**src/rtl/accel_csr_ctrl_if.sv**
```systemverilog
// CSR bus between the host AXI write/read decoder and the accelerator CSR bank.
// Host drives the request side; the CSR bank returns registered read data.
interface accel_csr_ctrl_if #(
    parameter int AXI_ADDR_WIDTH = 20
);
    logic [31:0]               axi_wr_data;
    logic [AXI_ADDR_WIDTH-1:0] axi_wr_addr;
    logic [3:0]                axi_wr_strobe;
    logic                      axi_wr_en;
    logic [AXI_ADDR_WIDTH-1:0] axi_rd_addr;
    logic                      axi_rd_en;
    logic [31:0]               csr_rd_data;
    logic                      csr_rd_hit;

    modport master (
        output axi_wr_data, axi_wr_addr, axi_wr_strobe, axi_wr_en,
        output axi_rd_addr, axi_rd_en,
        input  csr_rd_data, csr_rd_hit
    );

    modport slave (
        input  axi_wr_data, axi_wr_addr, axi_wr_strobe, axi_wr_en,
        input  axi_rd_addr, axi_rd_en,
        output csr_rd_data, csr_rd_hit
    );
endinterface

```
**src/rtl/accel_csr_ctrl.sv**
```systemverilog
// CSR bank and frame sequencer for the lane-detection accelerator: soft reset
// pulse, busy/done tracking, frame/cycle/pixel counters, W1C interrupt.
module accel_csr_ctrl #(
    parameter int          AXI_ADDR_WIDTH   = 20,
    parameter int          CSR_BASE         = 395264,
    parameter int          RESET_CYCLES     = 15,
    parameter int          PIXELS_PER_FRAME = 131072,
    parameter logic [31:0] VERSION          = 32'h0002_0000
) (
    input  logic              clk,
    input  logic              rst_n,
    accel_csr_ctrl_if.slave   csr,
    input  logic              pixel_wr_en,
    input  logic              first_pixel,
    input  logic              o_valid,
    output logic              internal_rst_n,
    output logic              busy,
    output logic              irq
);
    localparam int                       AW       = AXI_ADDR_WIDTH;
    localparam logic [AW-1:0]            BASE     = AW'(CSR_BASE);
    localparam logic [AW-1:0]            WIN_SIZE = AW'(64);
    localparam logic [7:0]               RST_LEN  = 8'(RESET_CYCLES);
    localparam logic [30:0]              PIX_FULL = 31'(PIXELS_PER_FRAME);

    logic [7:0]  r_rst_cnt;
    logic        r_int_rst_n;
    logic        r_busy;
    logic        r_ov_q;
    logic [31:0] r_run_cnt;
    logic [31:0] r_cycle_cnt;
    logic [31:0] r_frame_cnt;
    logic [30:0] r_pix_cnt;
    logic        r_irq_en;
    logic        r_irq_sts;
    logic        r_irq;
    logic [31:0] r_rd_data;
    logic        r_rd_hit;

    logic [AW-1:0] w_wr_off, w_rd_off;
    logic          w_wr_in, w_rd_in;
    logic [3:0]    w_wr_idx, w_rd_idx;
    logic          w_wr_reset, w_wr_irqen, w_w1c;
    logic          w_soft, w_start, w_done, w_pix_full;
    logic [31:0]   w_run_inc;
    logic [31:0]   w_rd_val;
    logic          w_unused;

    // Offset compare rather than BASE+0x40 so a window at the top of the map cannot wrap.
    assign w_wr_off = csr.axi_wr_addr - BASE;
    assign w_rd_off = csr.axi_rd_addr - BASE;
    assign w_wr_in  = csr.axi_wr_en && (csr.axi_wr_addr >= BASE) && (w_wr_off < WIN_SIZE);
    assign w_rd_in  = (csr.axi_rd_addr >= BASE) && (w_rd_off < WIN_SIZE);
    assign w_wr_idx = w_wr_off[5:2];
    assign w_rd_idx = w_rd_off[5:2];

    assign w_wr_reset = w_wr_in && (w_wr_idx == 4'd2) && csr.axi_wr_strobe[0] && csr.axi_wr_data[0];
    assign w_wr_irqen = w_wr_in && (w_wr_idx == 4'd3) && csr.axi_wr_strobe[0];
    assign w_w1c      = w_wr_in && (w_wr_idx == 4'd4) && csr.axi_wr_strobe[0] && csr.axi_wr_data[0];

    assign w_soft     = ~r_int_rst_n;
    assign w_start    = first_pixel & ~r_busy & ~w_soft;
    assign w_done     = r_busy & o_valid & ~r_ov_q & ~w_soft;
    assign w_run_inc  = (&r_run_cnt) ? r_run_cnt : r_run_cnt + 32'd1;
    assign w_pix_full = (r_pix_cnt == PIX_FULL);
    assign w_unused   = ^{csr.axi_wr_data[31:1], csr.axi_wr_strobe[3:1]};

    always_comb begin
        w_rd_val = '0;
        case (w_rd_idx)
            4'd0:    w_rd_val = {31'd0, o_valid};
            4'd1:    w_rd_val = {31'd0, r_busy};
            4'd3:    w_rd_val = {31'd0, r_irq_en};
            4'd4:    w_rd_val = {31'd0, r_irq_sts};
            4'd5:    w_rd_val = r_frame_cnt;
            4'd6:    w_rd_val = r_cycle_cnt;
            4'd7:    w_rd_val = {w_pix_full, r_pix_cnt};
            4'd8:    w_rd_val = VERSION;
            default: w_rd_val = '0;
        endcase
    end

    always_ff @(posedge clk) begin
        if (!rst_n) begin
            r_rst_cnt   <= '0;
            r_int_rst_n <= 1'b0;
            r_busy      <= 1'b0;
            r_ov_q      <= 1'b0;
            r_run_cnt   <= '0;
            r_cycle_cnt <= '0;
            r_frame_cnt <= '0;
            r_pix_cnt   <= '0;
            r_irq_en    <= 1'b0;
            r_irq_sts   <= 1'b0;
            r_irq       <= 1'b0;
            r_rd_data   <= '0;
            r_rd_hit    <= 1'b0;
        end else begin
            r_ov_q <= o_valid;

            // Non-zero r_rst_cnt means a pulse is running; new RESET writes are dropped.
            if (w_wr_reset && (r_rst_cnt == 8'd0)) begin
                r_rst_cnt   <= RST_LEN;
                r_int_rst_n <= 1'b0;
            end else if (r_rst_cnt != 8'd0) begin
                r_rst_cnt   <= r_rst_cnt - 8'd1;
                r_int_rst_n <= (r_rst_cnt == 8'd1);
            end else begin
                r_int_rst_n <= 1'b1;
            end

            if (w_soft) begin
                r_busy    <= 1'b0;
                r_run_cnt <= '0;
                r_pix_cnt <= '0;
                r_irq_sts <= 1'b0;
            end else begin
                if (w_start) begin
                    r_busy    <= 1'b1;
                    r_run_cnt <= '0;
                end else if (w_done) begin
                    r_busy      <= 1'b0;
                    r_frame_cnt <= r_frame_cnt + 32'd1;
                    r_cycle_cnt <= w_run_inc;
                end else if (r_busy) begin
                    r_run_cnt <= w_run_inc;
                end

                if (w_done)
                    r_pix_cnt <= '0;
                else if (pixel_wr_en && !(&r_pix_cnt))
                    r_pix_cnt <= r_pix_cnt + 31'd1;

                if (w_done)
                    r_irq_sts <= 1'b1;
                else if (w_w1c)
                    r_irq_sts <= 1'b0;
            end

            if (w_wr_irqen)
                r_irq_en <= csr.axi_wr_data[0];

            r_irq    <= r_irq_sts & r_irq_en;
            r_rd_hit <= csr.axi_rd_en & w_rd_in;
            if (csr.axi_rd_en)
                r_rd_data <= w_rd_in ? w_rd_val : 32'd0;
        end
    end

    assign internal_rst_n  = r_int_rst_n;
    assign busy            = r_busy;
    assign irq             = r_irq;
    assign csr.csr_rd_data = r_rd_data;
    assign csr.csr_rd_hit  = r_rd_hit;
endmodule

```
**src/flat_wrapper.sv**
```systemverilog
// flat-port wrapper written by rule: the top's interface ports become plain ports
module accel_csr_ctrl_flat 
#(
    parameter int          AXI_ADDR_WIDTH   = 20,
    parameter int          CSR_BASE         = 395264,
    parameter int          RESET_CYCLES     = 15,
    parameter int          PIXELS_PER_FRAME = 131072,
    parameter logic [31:0] VERSION          = 32'h0002_0000
)
  (clk, rst_n, pixel_wr_en, first_pixel, o_valid, internal_rst_n, busy, irq, csr_axi_wr_data, csr_axi_wr_addr, csr_axi_wr_strobe, csr_axi_wr_en, csr_axi_rd_addr, csr_axi_rd_en, csr_csr_rd_data, csr_csr_rd_hit);
  accel_csr_ctrl_if #(.AXI_ADDR_WIDTH(AXI_ADDR_WIDTH)) csr_i ();
  input  logic clk;
  input  logic rst_n;
  input  logic pixel_wr_en;
  input  logic first_pixel;
  input  logic o_valid;
  output logic internal_rst_n;
  output logic busy;
  output logic irq;
  input wire logic [$bits(csr_i.axi_wr_data)-1:0] csr_axi_wr_data;
  input wire logic [$bits(csr_i.axi_wr_addr)-1:0] csr_axi_wr_addr;
  input wire logic [$bits(csr_i.axi_wr_strobe)-1:0] csr_axi_wr_strobe;
  input wire logic [$bits(csr_i.axi_wr_en)-1:0] csr_axi_wr_en;
  input wire logic [$bits(csr_i.axi_rd_addr)-1:0] csr_axi_rd_addr;
  input wire logic [$bits(csr_i.axi_rd_en)-1:0] csr_axi_rd_en;
  output wire logic [$bits(csr_i.csr_rd_data)-1:0] csr_csr_rd_data;
  output wire logic [$bits(csr_i.csr_rd_hit)-1:0] csr_csr_rd_hit;
  assign csr_i.axi_wr_data = csr_axi_wr_data;
  assign csr_i.axi_wr_addr = csr_axi_wr_addr;
  assign csr_i.axi_wr_strobe = csr_axi_wr_strobe;
  assign csr_i.axi_wr_en = csr_axi_wr_en;
  assign csr_i.axi_rd_addr = csr_axi_rd_addr;
  assign csr_i.axi_rd_en = csr_axi_rd_en;
  assign csr_csr_rd_data = csr_i.csr_rd_data;
  assign csr_csr_rd_hit = csr_i.csr_rd_hit;
  accel_csr_ctrl #(.AXI_ADDR_WIDTH(AXI_ADDR_WIDTH), .CSR_BASE(CSR_BASE), .RESET_CYCLES(RESET_CYCLES), .PIXELS_PER_FRAME(PIXELS_PER_FRAME), .VERSION(VERSION)) u_core (.clk(clk), .rst_n(rst_n), .csr(csr_i), .pixel_wr_en(pixel_wr_en), .first_pixel(first_pixel), .o_valid(o_valid), .internal_rst_n(internal_rst_n), .busy(busy), .irq(irq));
endmodule
```
**config.mk**
```make
export PLATFORM = sky130hd
export DESIGN_NAME = accel_csr_ctrl_flat
export DESIGN_NICKNAME = d
export VERILOG_FILES = /design/src/rtl/accel_csr_ctrl_if.sv /design/src/rtl/accel_csr_ctrl.sv /design/src/flat_wrapper.sv
export SDC_FILE = /design/constraint.sdc
export NUM_CORES = 1
export LEC_CHECK = 0
export BUFFER_PORTS_ARGS = -buffer_cell sky130_fd_sc_hd__buf_2
export CORE_MARGIN = 2
export CORE_UTILIZATION = 45
export DETAILED_ROUTE_END_ITERATION = 10
export PLACE_DENSITY_LB_ADDON = 0.1
export SYNTH_ARGS = -nofsm -noshare
export SYNTH_HDL_FRONTEND = slang
export SYNTH_SLANG_ARGS = --single-unit
```
**constraint.sdc**
```tcl
create_clock -name clk -period 4 [get_ports clk]
set_input_delay 0.2 -clock clk [delete_from_list [all_inputs] [get_ports clk]]
set_output_delay 0.2 -clock clk [all_outputs]
set_load 0.005 [all_outputs]
```
======== Word-level counts from Yosys, hierarchy flattened ========
Cells that the tools add are included.
word-level totals
  bits in registers ....................... 174
  input port bits ......................... 83
  word-level logic and storage cells ...... 87
cells by class
  $add $sub $neg .......................... 6
  $lt $le $gt $ge ......................... 4
  eq/ne operators ......................... 12
  muxes and demuxes ....................... 10
  bitwise gates (word level) .............. 13
  reduce and logical (&&, ||, !) cells .... 28
operator list
  operator                                                                               number
  32-bit case mux with 8 select lines                                                    1
  32-bit by 1-bit adder with 32-bit output, second input constant                        2
  32-bit two-way mux                                                                     2
  20-bit by 19-bit greater-or-equal comparator with 1-bit output, second input constant  2
  20-bit by 7-bit less-than comparator with 1-bit output, second input constant          2
  20-bit by 19-bit subtractor with 20-bit output, second input constant                  2
  32-bit AND reduction                                                                   1
  31-bit by 1-bit adder with 31-bit output, second input constant                        1
  31-bit by 18-bit == test with 1-bit output, second input constant                      1
  31-bit AND reduction                                                                   1
  4-bit by 3-bit == test with 1-bit output, second input constant                        5
  1-bit logical AND                                                                      13
  4-bit by 2-bit == test with 1-bit output, second input constant                        3
  8-bit by 1-bit == test with 1-bit output, second input constant                        1
  8-bit logical NOT                                                                      1
  4-bit two-way mux                                                                      2
  8-bit nonzero test                                                                     1
  8-bit by 1-bit subtractor with 8-bit output, second input constant                     1
  1-bit AND                                                                              7
  1-bit NOT                                                                              6
  2-bit nonzero test                                                                     3
  3-bit OR reduction                                                                     2
  1-bit two-way mux                                                                      5
  4-bit by 1-bit == test with 1-bit output, second input constant                        1
  other kinds (6)                                                                        7

======== Logic depth before layout (Yosys ltp) ========
  word-level depth ........................ 8
  depth in mapped cells ................... 8

======== Worst setup path before layout ========
No wires, ideal clock.
  path type ............................... reg2reg
  from .................................... register u_core.r_run_cnt[0]
  to ...................................... register u_core.r_run_cnt[28]
  arrival ................................. 2.318 ns
  path slack .............................. 1.612 ns
  stages on the path, launching flop included .. 9
  cells stage by stage .................... dfxtp_1 -> ha_1 -> nand2_1 -> or4_1 -> buf_2 -> a211o_1 -> buf_6 -> or4_1 -> a21oi_1
between the ends
  longest elaborated chain between the ends .. 2
  elaborated cells between the ends (all ways) .. 3
  those cells by class .................... add/sub (1); mux (1); reduce/logical (1)
RTL lines
  item                                                                              line                   text
  start, declared                                                                   accel_csr_ctrl.sv:30   logic [31:0] r_run_cnt;
  start signal, assigned                                                            accel_csr_ctrl.sv:126  r_run_cnt <= w_run_inc;
  32-bit by 1-bit adder with 32-bit output or 32-bit AND reduction (tied branches)  accel_csr_ctrl.sv:64   assign w_run_inc = (&r_run_cnt) ? r_run_cnt : r_run_cnt + 32'd1;
  32-bit two-way mux *                                                              accel_csr_ctrl.sv:64
Every way passes the cells marked *; elsewhere a longest branch is shown, timed or not.
A chain may end at the register's enable or synchronous reset.

======== Final worst setup path ========
Ends and elaborated chain as after synthesis.

==> flow_summary.json <==
{
  "cts_hold_buf": 0,
  "synth_enable_flop_cells": 0,
  "clock_path_buffers": 2,
  "status": "finished clean",
  "p_int_w": 0.00305,
  "post_cts_buffers": 0,
  "design.core.area_sq_um": 18800,
  "routedWlPerCell_um": 18.0,
  "seqPwrFrac": 0.453,
  "ant_nets": 0,
  "async_flop_share": 0,
  "cts_tree": "done",
  "p_clk_frac": 0.456,
  "antenna_cells": 0,
  "syn_avg_cell_area_sq_um": 8.12,
  "fmax_mhz": 372,
  "worstSetupEndpointType": "register",
  "max_cap_violations": 0,
  "ys.warnings.count": 0,
  "nNetsFinal": 1197,
  "rows": 50,
  "syn-cell-area_sq_um": 8620,
  "first_iter_violations": 655,
  "grt_max_degree": 67,
  "drc": 0,
  "combPwrFrac": 0.092,
  "syn2layout_area_growth_pct": 13.4,
  "crit_type": "reg2reg",
  "grt_usage": 0.244,
  "p_switching_w": 0.000973,
  "num-fill-cells": 1818,
  "port_buffers": 80,
  "place_inst": 1320,
  "final_common_cell": "dfxtp_1",
  "grt_pass1_wl_um": 39000,
  "rsz0062_at_grt": "no",
  "grt.overflow.total": 0,
  "ctsHtreeMaxLevel": 4,
  "clock_sinks": 174,
  "synthDistinctLibCells": 63,
  "cp_data_arrival_time_ns": 3.04,
  "cellLeakagePower_nw": 3.27,
  "drive_gt1_frac": 0.130,
  "path_max_fanout": 11,
  "period_minus_slack_ns": 2.68,
  "ctsResizeCount": 0,
  "synth_area_leaders": "dfxtp_1 (40%), o21ai_0 (6.8%), a21oi_1 (5.7%), nand2_1 (4.0%), or3_1 (3.3%)",
  "dr.pass1.iters": 5,
  "start_util": 0.459,
  "dpl.hpwl_um": 17000,
  "die_w_um": 142,
  "via_per_inst": 5.99,
  "min_period_over_period": 0.671,
  "routed_wl_um": 24300,
  "syn-num-nets": 1153,
  "synth.top_cell.area_share": 0.404,
  "total_power_w": 0.00402,
  "ys_seq_area_frac": 0.404,
  "die_height_um": 142,
  "ys_ff_latch": 174,
  "num_vias": 8097,
  "hold_violations": 0,
  "clkLatencyLatePin_ns": 0.43,
  "synth_top_flop_cell": "dfxtp_1",
  "netlist_instances": 1061,
  "yosysTopAreaCell": "dfxtp_1",
  "hold_path_class": "in2reg",
  "crit_required_ns": 4.35,
  "numCtsBuffers": 17,
  "setup_violations": 0,
  "vdd_ir_drop_max_uv": 281,
  "start_kind": "register",
  "cellPowerDensity_nw_per_um2": 412,
  "ctsRootBufferMaster": "clkbuf_16",
  "mostFrequentLayoutCells": "dfxtp_1 (174), o21ai_0 (117), a21oi_1 (99)",
  "die-area_sq_um": 20300,
  "tightest_slew_ns": 1.20,
  "final_cells": 1351,
  "grt_pass1_vias": 7288,
  "skew_ns": 0.0112,
  "io-pin-count": 119,
  "setup_tns_ns": 0,
  "gp_congestion": 0.893,
  "slew-limit-headroom": 0.198,
  "antenna_found_initial": 0,
  "p_sw_frac": 0.242,
  "finalMaxSlewViolations": 0,
  "clk_pin_slew_worst_paths_ns": 0.07
}
==> cell families (layout without fill, tap and decap cells) <==
group | Yosys count | in the layout | synth area share
AOI/OAI and AO/OA | 317 | 317 | 0.218
xor gates and xnor gates | 48 | 48 | 0.0488
adders and majority gates | 9 | 9 | 0.0131
buffers and inverters | 88 | 144 | 0.0417
DFF | 174 | 174 | 0.404
muxes | 11 | 11 | 0.0129
and+or+nand+nor | 414 | 414 | 0.261
==> cells in the mapped netlist (9+ instances only) <==
cell / instances
a21oi_1: 99
a22o_1: 29
a31oi_1: 19
and3_1: 18
and4_1: 9
clkbuf_1: 63
dfxtp_1: 174
ha_1: 9
inv_1: 19
mux2i_1: 10
nand2_1: 93
nand3_1: 46
nand4_1: 34
nor2_1: 64
nor3_1: 20
nor4_1: 19
o21ai_0: 117
o31ai_1: 15
or3_1: 46
or4_1: 16
xnor2_1: 32
xor2_1: 16
==> power by group through the flow <==
| stage | combinational (W) | sequential (W) | clock (W) |
|---|---|---|---|
| 4_1_cts | 0.000374 | 0.00182 | 0.00186 |
| 2_1_floorplan | 0.000273 | 0.00184 | 0 |
| 6_report | 0.000368 | 0.00182 | 0.00183 |
| 3_5_place_dp | 0.000371 | 0.00186 | 0 |
| 3_3_place_gp | 0.000366 | 0.00186 | 0 |
| 5_1_grt | 0.000417 | 0.00183 | 0.00194 |
==> worst paths after layout <==
| check | depth (start not counted) | slack, ns | to | startpoint |
|---|---|---|---|---|
| worst max-delay path | 6 | 1.32 | u_core.r_run_cnt[28]$_SDFFE_PP0P_ | u_core.r_run_cnt[0]$_SDFFE_PP0P_ |
| worst min-delay path | 3 | 0.02 | u_core.r_irq_en$_SDFFE_PN0P_ | csr_axi_wr_data[0] |
| worst max register to register | 6 | 1.32 | u_core.r_run_cnt[28]$_SDFFE_PP0P_ | u_core.r_run_cnt[0]$_SDFFE_PP0P_ |
| worst min register to register | 2 | 0.45 | u_core.csr.csr_rd_data[22]$_SDFFE_PN0P_ | u_core.csr.csr_rd_data[22]$_SDFFE_PN0P_ |
==> critical path, stage by stage, from the launching register on <==
cell,delay [ns]
dfxtp_1,0.46
ha_1,0.30
nand2_1,0.15
or4_1,0.56
a211o_1,0.45
or4_1,0.54
a21oi_1,0.15
==> per-layer routing <==
layer,part of all wire,vias up,GRT usage,wire (um)
met3,0.045,24,0.0451,1090
met1,0.49,3853,0.351,12000
met4,0.013,0,0.0552,323
li1,-,4021,-,-
met2,0.45,199,0.382,10900
met5,0,-,0,0
==> state kept, by name, summed over array words and instances, names as in the netlist, 8 cells and up <==
name,count
u_core.csr.csr_rd_data,32
u_core.r_cycle_cnt,32
u_core.r_frame_cnt,32
u_core.r_run_cnt,32
u_core.r_pix_cnt,31
u_core.r_rst_cnt,8
==> metrics by stage <==
step / hold slack (ns) / setup WS, ns / cell area, sq um / util
floorplan: 0.322 / 1.61 / 8620 / -
global placement: 0.431 / 1.38 / 9130 / 0.486
detailed placement: 0.439 / 1.36 / 9130 / 0.486
CTS: 0.0174 / 1.33 / 9780 / 0.521
global route: 0.0414 / 1.14 / 9780 / 0.521
finish: 0.0237 / 1.32 / 9780 / 0.521
==> cell type report <==
class                      count  area (sq um)  area share
clock buffer                  20           457      0.0467
clock inverter                11           189      0.0193
inverter                      20          75.1     0.00768
multi-input combinational    799          4780       0.489
sequential                   174          3480       0.356
tap                          234           293      0.0300
timing repair buffer          93           498      0.0509
Power figures use the tool's default switching activity.
